$ cat src/rtl/cache_pkg.sv
// rtl/cache_pkg.sv - shared FSM states, store size codes and lane helpers for the cache controller
package cache_pkg;

    typedef enum logic [1:0] {
        ST_IDLE      = 2'd0,
        ST_REFILL    = 2'd1,
        ST_WRITE_MEM = 2'd2
    } state_t;

    typedef enum logic [1:0] {
        SZ_NONE = 2'd0,
        SZ_BYTE = 2'd1,
        SZ_HALF = 2'd2,
        SZ_WORD = 2'd3
    } mem_size_t;

    // Byte strobes for a store of the given size at the given byte offset
    function automatic logic [3:0] lane_strb(mem_size_t size, logic [1:0] off);
        case (size)
            SZ_BYTE: return 4'b0001 << off;
            SZ_HALF: return 4'b0011 << off;
            SZ_WORD: return 4'b1111;
            default: return 4'b0000;
        endcase
    endfunction

    // Right-aligned store data moved onto its byte lanes, unused lanes zero
    function automatic logic [31:0] lane_data(mem_size_t size, logic [1:0] off, logic [31:0] d);
        case (size)
            SZ_BYTE: return {24'h0, d[7:0]} << {off, 3'b000};
            SZ_HALF: return {16'h0, d[15:0]} << {off, 3'b000};
            default: return d;
        endcase
    endfunction

endpackage

$ cat src/rtl/cache_controller_if.sv
// rtl/cache_controller_if.sv - main-memory bus between the cache controller and memory
interface cache_controller_if #(
    parameter int MEM_AW = 10
);
    logic              mem_req;
    logic              mem_we;
    logic [MEM_AW-1:0] mem_addr;
    logic [31:0]       mem_wdata;
    logic [3:0]        mem_wstrb;
    logic              mem_ready;
    logic [31:0]       mem_rdata;

    modport master (
        output mem_req, mem_we, mem_addr, mem_wdata, mem_wstrb,
        input  mem_ready, mem_rdata
    );

    modport slave (
        input  mem_req, mem_we, mem_addr, mem_wdata, mem_wstrb,
        output mem_ready, mem_rdata
    );
endinterface

$ cat src/rtl/cache_data_ram.sv
// rtl/cache_data_ram.sv - cache data array, one byte-enabled write port, asynchronous read
module cache_data_ram #(
    parameter int DEPTH = 32,
    parameter int AW    = $clog2(DEPTH)
) (
    input  logic          clk,
    input  logic          we,
    input  logic [3:0]    be,
    input  logic [AW-1:0] waddr,
    input  logic [31:0]   wdata,
    input  logic [AW-1:0] raddr,
    output logic [31:0]   rdata
);
    logic [3:0][7:0] mem [DEPTH];

    // Write only the enabled byte lanes of the addressed word
    always_ff @(posedge clk) begin
        if (we) begin
            for (int i = 0; i < 4; i++) begin
                if (be[i]) mem[waddr][i] <= wdata[8*i +: 8];
            end
        end
    end

    assign rdata = mem[raddr];

endmodule

$ cat src/rtl/cache_controller.sv
// rtl/cache_controller.sv - direct-mapped write-through cache with line refill and store forwarding
module cache_controller
    import cache_pkg::*;
#(
    parameter int LINES          = 8,
    parameter int WORDS_PER_LINE = 4,
    parameter int MEM_AW         = 10
) (
    input  logic                clk,
    input  logic                rst_n,
    input  logic [1:0]          MemWrite,
    input  logic                MemtoReg,
    input  logic [MEM_AW+1:0]   addr,
    input  logic [31:0]         wdata,
    output logic [31:0]         rdata,
    output logic                stall,
    output logic                misalign,
    output logic [15:0]         hit_cnt,
    output logic [15:0]         miss_cnt,
    cache_controller_if.master  mem
);
    localparam int WB = $clog2(WORDS_PER_LINE);
    localparam int IB = $clog2(LINES);
    localparam int TB = MEM_AW - WB - IB;

    logic [1:0]    off;
    logic [WB-1:0] word;
    logic [IB-1:0] index;
    logic [TB-1:0] tag;

    assign off   = addr[1:0];
    assign word  = addr[2 +: WB];
    assign index = addr[2+WB +: IB];
    assign tag   = addr[MEM_AW+1 -: TB];

    state_t        state, state_nx;
    logic [LINES-1:0] valid;
    logic [TB-1:0] tag_array [LINES];
    logic [WB-1:0] beat;
    logic          refill_done;   // held load completes this IDLE cycle; do not count it as a hit

    mem_size_t     size;
    logic          hit, is_store, is_mis, refill_last;
    logic [3:0]    strb;
    logic [31:0]   shifted;
    logic          hit_inc, miss_inc;
    logic          ram_we;
    logic [3:0]    ram_be;
    logic [IB+WB-1:0] ram_waddr;
    logic [31:0]   ram_wdata;

    assign size        = mem_size_t'(MemWrite);
    assign hit         = valid[index] && (tag_array[index] == tag);
    assign is_store    = (size != SZ_NONE);
    assign is_mis      = ((size == SZ_HALF) && off[0]) || ((size == SZ_WORD) && (off != 2'b00));
    assign strb        = lane_strb(size, off);
    assign shifted     = lane_data(size, off, wdata);
    assign refill_last = (state == ST_REFILL) && mem.mem_ready && (&beat);

    // Next state, handshake outputs and data-array write selection
    always_comb begin
        state_nx       = state;
        stall          = 1'b0;
        misalign       = 1'b0;
        hit_inc        = 1'b0;
        miss_inc       = 1'b0;
        mem.mem_req    = 1'b0;
        mem.mem_we     = 1'b0;
        mem.mem_addr   = addr[MEM_AW+1:2];
        mem.mem_wdata  = shifted;
        mem.mem_wstrb  = 4'b0000;
        ram_we         = 1'b0;
        ram_be         = strb;
        ram_waddr      = {index, word};
        ram_wdata      = shifted;
        case (state)
            ST_IDLE: begin
                if (is_store) begin
                    if (is_mis) begin
                        misalign = 1'b1;
                    end else begin
                        stall    = 1'b1;
                        state_nx = ST_WRITE_MEM;
                    end
                end else if (MemtoReg) begin
                    if (hit) begin
                        hit_inc = ~refill_done;
                    end else begin
                        stall    = 1'b1;
                        miss_inc = 1'b1;
                        state_nx = ST_REFILL;
                    end
                end
            end
            ST_REFILL: begin
                mem.mem_req  = 1'b1;
                mem.mem_addr = {tag, index, beat};
                stall        = 1'b1;
                if (mem.mem_ready) begin
                    ram_we    = 1'b1;
                    ram_be    = 4'b1111;
                    ram_waddr = {index, beat};
                    ram_wdata = mem.mem_rdata;
                    if (&beat) state_nx = ST_IDLE;
                end
            end
            ST_WRITE_MEM: begin
                mem.mem_req   = 1'b1;
                mem.mem_we    = 1'b1;
                mem.mem_wstrb = strb;
                stall         = ~mem.mem_ready;
                if (mem.mem_ready) begin
                    ram_we   = hit;
                    state_nx = ST_IDLE;
                end
            end
            default: state_nx = ST_IDLE;
        endcase
    end

    // State register
    always_ff @(posedge clk or negedge rst_n) begin
        if (!rst_n) state <= ST_IDLE;
        else        state <= state_nx;
    end

    // Refill beat counter, line valid bits and refill-complete marker
    always_ff @(posedge clk or negedge rst_n) begin
        if (!rst_n) begin
            beat        <= '0;
            valid       <= '0;
            refill_done <= 1'b0;
        end else begin
            refill_done <= refill_last;
            if (state == ST_IDLE)                        beat <= '0;
            else if (state == ST_REFILL && mem.mem_ready) beat <= beat + 1'b1;
            if (refill_last) valid[index] <= 1'b1;
        end
    end

    // Tag array is not reset; valid bits guard it
    always_ff @(posedge clk) begin
        if (refill_last) tag_array[index] <= tag;
    end

    // Saturating load hit/miss counters
    always_ff @(posedge clk or negedge rst_n) begin
        if (!rst_n) begin
            hit_cnt  <= '0;
            miss_cnt <= '0;
        end else begin
            if (hit_inc && hit_cnt != 16'hFFFF)   hit_cnt  <= hit_cnt + 16'd1;
            if (miss_inc && miss_cnt != 16'hFFFF) miss_cnt <= miss_cnt + 16'd1;
        end
    end

    cache_data_ram #(.DEPTH(LINES * WORDS_PER_LINE)) u_data_ram (
        .clk   (clk),
        .we    (ram_we),
        .be    (ram_be),
        .waddr (ram_waddr),
        .wdata (ram_wdata),
        .raddr ({index, word}),
        .rdata (rdata)
    );

endmodule

$ cat src/flat_wrapper.sv
// flat-port wrapper written by rule: the top's interface ports become plain ports
module cache_controller_flat import cache_pkg::*;
#(
    parameter int LINES          = 8,
    parameter int WORDS_PER_LINE = 4,
    parameter int MEM_AW         = 10
)
  (clk, rst_n, MemWrite, MemtoReg, addr, wdata, rdata, stall, misalign, hit_cnt, miss_cnt, mem_mem_req, mem_mem_we, mem_mem_addr, mem_mem_wdata, mem_mem_wstrb, mem_mem_ready, mem_mem_rdata);
  cache_controller_if #(.MEM_AW(MEM_AW)) mem_i ();
  input  logic clk;
  input  logic rst_n;
  input  logic [1:0] MemWrite;
  input  logic MemtoReg;
  input  logic [MEM_AW+1:0] addr;
  input  logic [31:0] wdata;
  output logic [31:0] rdata;
  output logic stall;
  output logic misalign;
  output logic [15:0] hit_cnt;
  output logic [15:0] miss_cnt;
  output wire logic [$bits(mem_i.mem_req)-1:0] mem_mem_req;
  output wire logic [$bits(mem_i.mem_we)-1:0] mem_mem_we;
  output wire logic [$bits(mem_i.mem_addr)-1:0] mem_mem_addr;
  output wire logic [$bits(mem_i.mem_wdata)-1:0] mem_mem_wdata;
  output wire logic [$bits(mem_i.mem_wstrb)-1:0] mem_mem_wstrb;
  input wire logic [$bits(mem_i.mem_ready)-1:0] mem_mem_ready;
  input wire logic [$bits(mem_i.mem_rdata)-1:0] mem_mem_rdata;
  assign mem_mem_req = mem_i.mem_req;
  assign mem_mem_we = mem_i.mem_we;
  assign mem_mem_addr = mem_i.mem_addr;
  assign mem_mem_wdata = mem_i.mem_wdata;
  assign mem_mem_wstrb = mem_i.mem_wstrb;
  assign mem_i.mem_ready = mem_mem_ready;
  assign mem_i.mem_rdata = mem_mem_rdata;
  cache_controller #(.LINES(LINES), .WORDS_PER_LINE(WORDS_PER_LINE), .MEM_AW(MEM_AW)) u_core (.clk(clk), .rst_n(rst_n), .MemWrite(MemWrite), .MemtoReg(MemtoReg), .addr(addr), .wdata(wdata), .rdata(rdata), .stall(stall), .misalign(misalign), .hit_cnt(hit_cnt), .miss_cnt(miss_cnt), .mem(mem_i));
endmodule
$ cat config.mk
export PLATFORM = sky130hd
export DESIGN_NAME = cache_controller_flat
export DESIGN_NICKNAME = d
export VERILOG_FILES = /design/src/rtl/cache_pkg.sv /design/src/rtl/cache_controller_if.sv /design/src/rtl/cache_data_ram.sv /design/src/rtl/cache_controller.sv /design/src/flat_wrapper.sv
export SDC_FILE = /design/constraint.sdc
export NUM_CORES = 1
export LEC_CHECK = 0
export CORE_AREA = 4 4 279 281
export DETAILED_ROUTE_END_ITERATION = 10
export DIE_AREA = 0 0 283 285
export PLACE_DENSITY = 0.77
export SLEW_MARGIN = 20
export SYNTH_ARGS = -nofsm -noshare
export SYNTH_HDL_FRONTEND = slang
export SYNTH_SLANG_ARGS = --single-unit
$ cat constraint.sdc
create_clock -name clk -period 5.5 [get_ports clk]
set_input_delay 1.1 -clock clk [delete_from_list [all_inputs] [get_ports clk]]
set_output_delay 1.1 -clock clk [all_outputs]
set_load 0.01 [all_outputs]
==> results by group <==
Finish
  – Fin area: 0.0521 mm^2
  – Area Overhead vs Synth: 18.3%
  – Commonest non-fill, non-tap cells in the layout: 1064 x edfxtp_1, 261 x mux4_2, 220 x buf_4
  – Layout cells sized above 1: 26.8%
  – Commonest non-fill, non-tap cell in the layout: edfxtp_1
  – Fin nets: 2719

Floorplan
  – Initial core utilization: 58.4%
  – Die height: 285 um
  – # rows: 101
  – Core Box Area: 0.0754 mm^2
  – Die W: 283 um
  – Boundary pin count: 196
  – Die area: 0.0807 mm^2

Worst setup path
  – Worst-path maximum fanout: 24
  – Worst Path Required: 4.40 ns
  – WP data arrival: 4.12 ns
  – Setup CP Type: primary input to primary output
  – Crit. End Element: primary output
  – Critical path launch point type: primary input

Drt
  – Drt initial violations: 3107
  – Vias: 24600
  – DR pass1 iterations: 6
  – Drt total wl: 111 mm
  – Final ANT Viol Nets: 0
  – Wire per inst: 30.2 um
  – DRC: 0
  – Routed vias/inst: 6.67

Placement
  – Placed cell area: 0.0487 mm^2
  – Placed wire-length estimate after detailed placement: 69.2 mm
  – GPL Wtd Cong: 0.919
  – IO buf count: 195

CTS
  – Worst skew pair latency: 0.66 ns
  – CTS Hold Bufs: 0
  – Number of H-tree levels: 3
  – Post-CTS resize count: 0
  – Clock root buffer: clkbuf_16
  – Clock Path Buffers: 3
  – Post-CTS setup buffers: 0
  – TritonCTS clock tree: done
  – Number of clock sinks: 1109
  – Clock transition at path regs: 0.06 ns
  – CTS buffer count: 103

GRT
  – GRT overflow: 0
  – Initial antenna violation count: 1
  – Met2 usage: 45.2%
  – Vias in the first global route: 25200
  – First-pass GRT wire length: 166 mm
  – Routing usage on met1: 37.9%
  – Tot GR Track Use: 27.7%
  – Maximum number of pins on one net before global-route repair: 61
  – Most used routing layer: met2
  – Grt met3 use: 5.99%

Yosys
  – Yosys top cell area share: 72.5%
  – Unique cell type count in the Yosys netlist: 52
  – Synth Register Bits: 1109
  – Sequential share of the synthesized area: 75.0%
  – Asr flop ratio synth: 4.06%
  – Avg Cell Area, Syn: 19.6 um^2
  – Post-synth top flop: edfxtp_1
  – Post-synth EDFFs: 1064
  – Gate Count Post-Synth: 2251
  – Syn. warnings: 0
  – Area contributors post-synth: edfxtp_1 72%, mux4_2 13%, dfrtp_1 2.6%, a22oi_1 2.4%, nor3_1 1.6%
  – Post-synth net total: 2343
  – Largest area contributor in the netlist: edfxtp_1
  – Synthesized area: 0.0441 mm^2

Power
  – Final Power: 18.6 mW
  – Power Density: 356 mW/mm^2
  – Worst VDD drop: 0.000246 V
  – Static leakage: 17.1 nW

STA
  – RSZ-0062 raised after global routing: false
  – Setup TNS: 0 ns
  – Slew @ Worst Pin: 1.17 ns
  – Period minus WS final: 5.22 ns
  – Slew HR: 21.9%
  – Pins Over Slew Limit: 0
  – Peak Freq: 192 MHz
  – Final-report setup violation count: 0
  – Clock Skews: 0.0273 ns
  – Crit share post-route: 94.8%
  – Count of final hold-check violations: 0

Status
  – Status: finished, final reports clean

Run
  – Number of max-cap violations: 0

Min path
  – Type of the worst min-delay path: primary input to asynchronous set/reset pin
sequential cells by signal, summed over array words and instances (netlist names):
signal,count
u_core.u_data_ram.mem,1024
u_core.valid,8
u_core.state,2
u_core.miss_cnt,16
u_core.tag_array,40
u_core.refill_done,1
u_core.beat,2
u_core.hit_cnt,16
cell type report:
class                      instances  area, um^2
fill                            4390       23300
inverter                          28         105
clock inverter                    72         743
multi-input combinational        954       10400
clock buffer                     119        2670
antenna                            1        2.50
sequential                      1109       33100
timing repair buffer             431        3940
tap                              978        1220
layer usage:
metal | vias up | wire length, um
met4 | 0 | 3780
met2 | 1658 | 55100
met1 | 12600 | 40400
met5 | - | 0
li1 | 10100 | -
met3 | 257 | 12100
path summary, 6_finish.rpt:
check                                        from  cells past startpoint  slack, ns                       endpoint
setup / recovery                          addr[5]                     10       0.28                          stall
hold / removal                              rst_n                      1       0.45             u_core.miss_cnt[7]
setup reg to reg           u_core.tag_array[6][0]                      8       1.69  u_core.u_data_ram.mem[21][20]
hold reg to reg                   u_core.valid[0]                      1       0.47                u_core.valid[0]
max in group asynchronous                   rst_n                      1       4.66                u_core.valid[6]
min in group clk                  u_core.valid[0]                      1       0.47                u_core.valid[0]
logic make-up after synthesis:
| kind of cell | after synthesis | synth area share [%] |
|---|---|---|
| DFF | 1109 | 75.0 |
| and+or+nand+nor | 414 | 4.81 |
| muxes | 294 | 14.1 |
| AOI/OAI and AO/OA | 203 | 3.28 |
| buffers and inverters | 188 | 1.78 |
| xor gates and xnor gates | 33 | 0.673 |
| adders and majority gates | 10 | 0.284 |
report_power, final:
part	internal [mW]	switching (mW)
clock	4.14	3.04
combinational	0.605	1.22
sequential	9.54	0.0302
critical path, stage by stage:
cell             delay (ns)
clkdlybuf4s50_1        0.56
buf_4                  0.30
nor2b_1                0.07
mux4_2                 0.49
o21ai_0                0.39
nand2_1                0.15
nand3_1                0.14
nand2_1                0.08
a31oi_1                0.24
clkdlybuf4s50_1        0.59
synthesized netlist by cell type (all sizes together), types with 18 or more instances:
library cell  instances
a22oi               143
buf                  55
clkbuf              105
dfrtp                45
edfxtp             1064
inv                  28
mux2i                18
mux4                261
nand2                58
nand4                42
nor2                 87
nor3                140
through the flow:
| step | hold WS (ns) | setup WS (ns) | util [%] | instances |
|---|---|---|---|---|
| 6_report | 0.450 | 0.284 | 69.1 | 3692 |
| 5_1_grt | 0.481 | 0.121 | 69.1 | 3691 |
| 4_1_cts | 0.471 | 0.268 | 69.1 | 3691 |
| 3_5_place_dp | 0.456 | 0.303 | 64.5 | 3500 |
| 3_3_place_gp | 0.454 | 0.287 | 64.5 | 3500 |
| 2_1_floorplan | 0.431 | 1.35 | - | 2251 |
(Power assumes the default switching activity.)
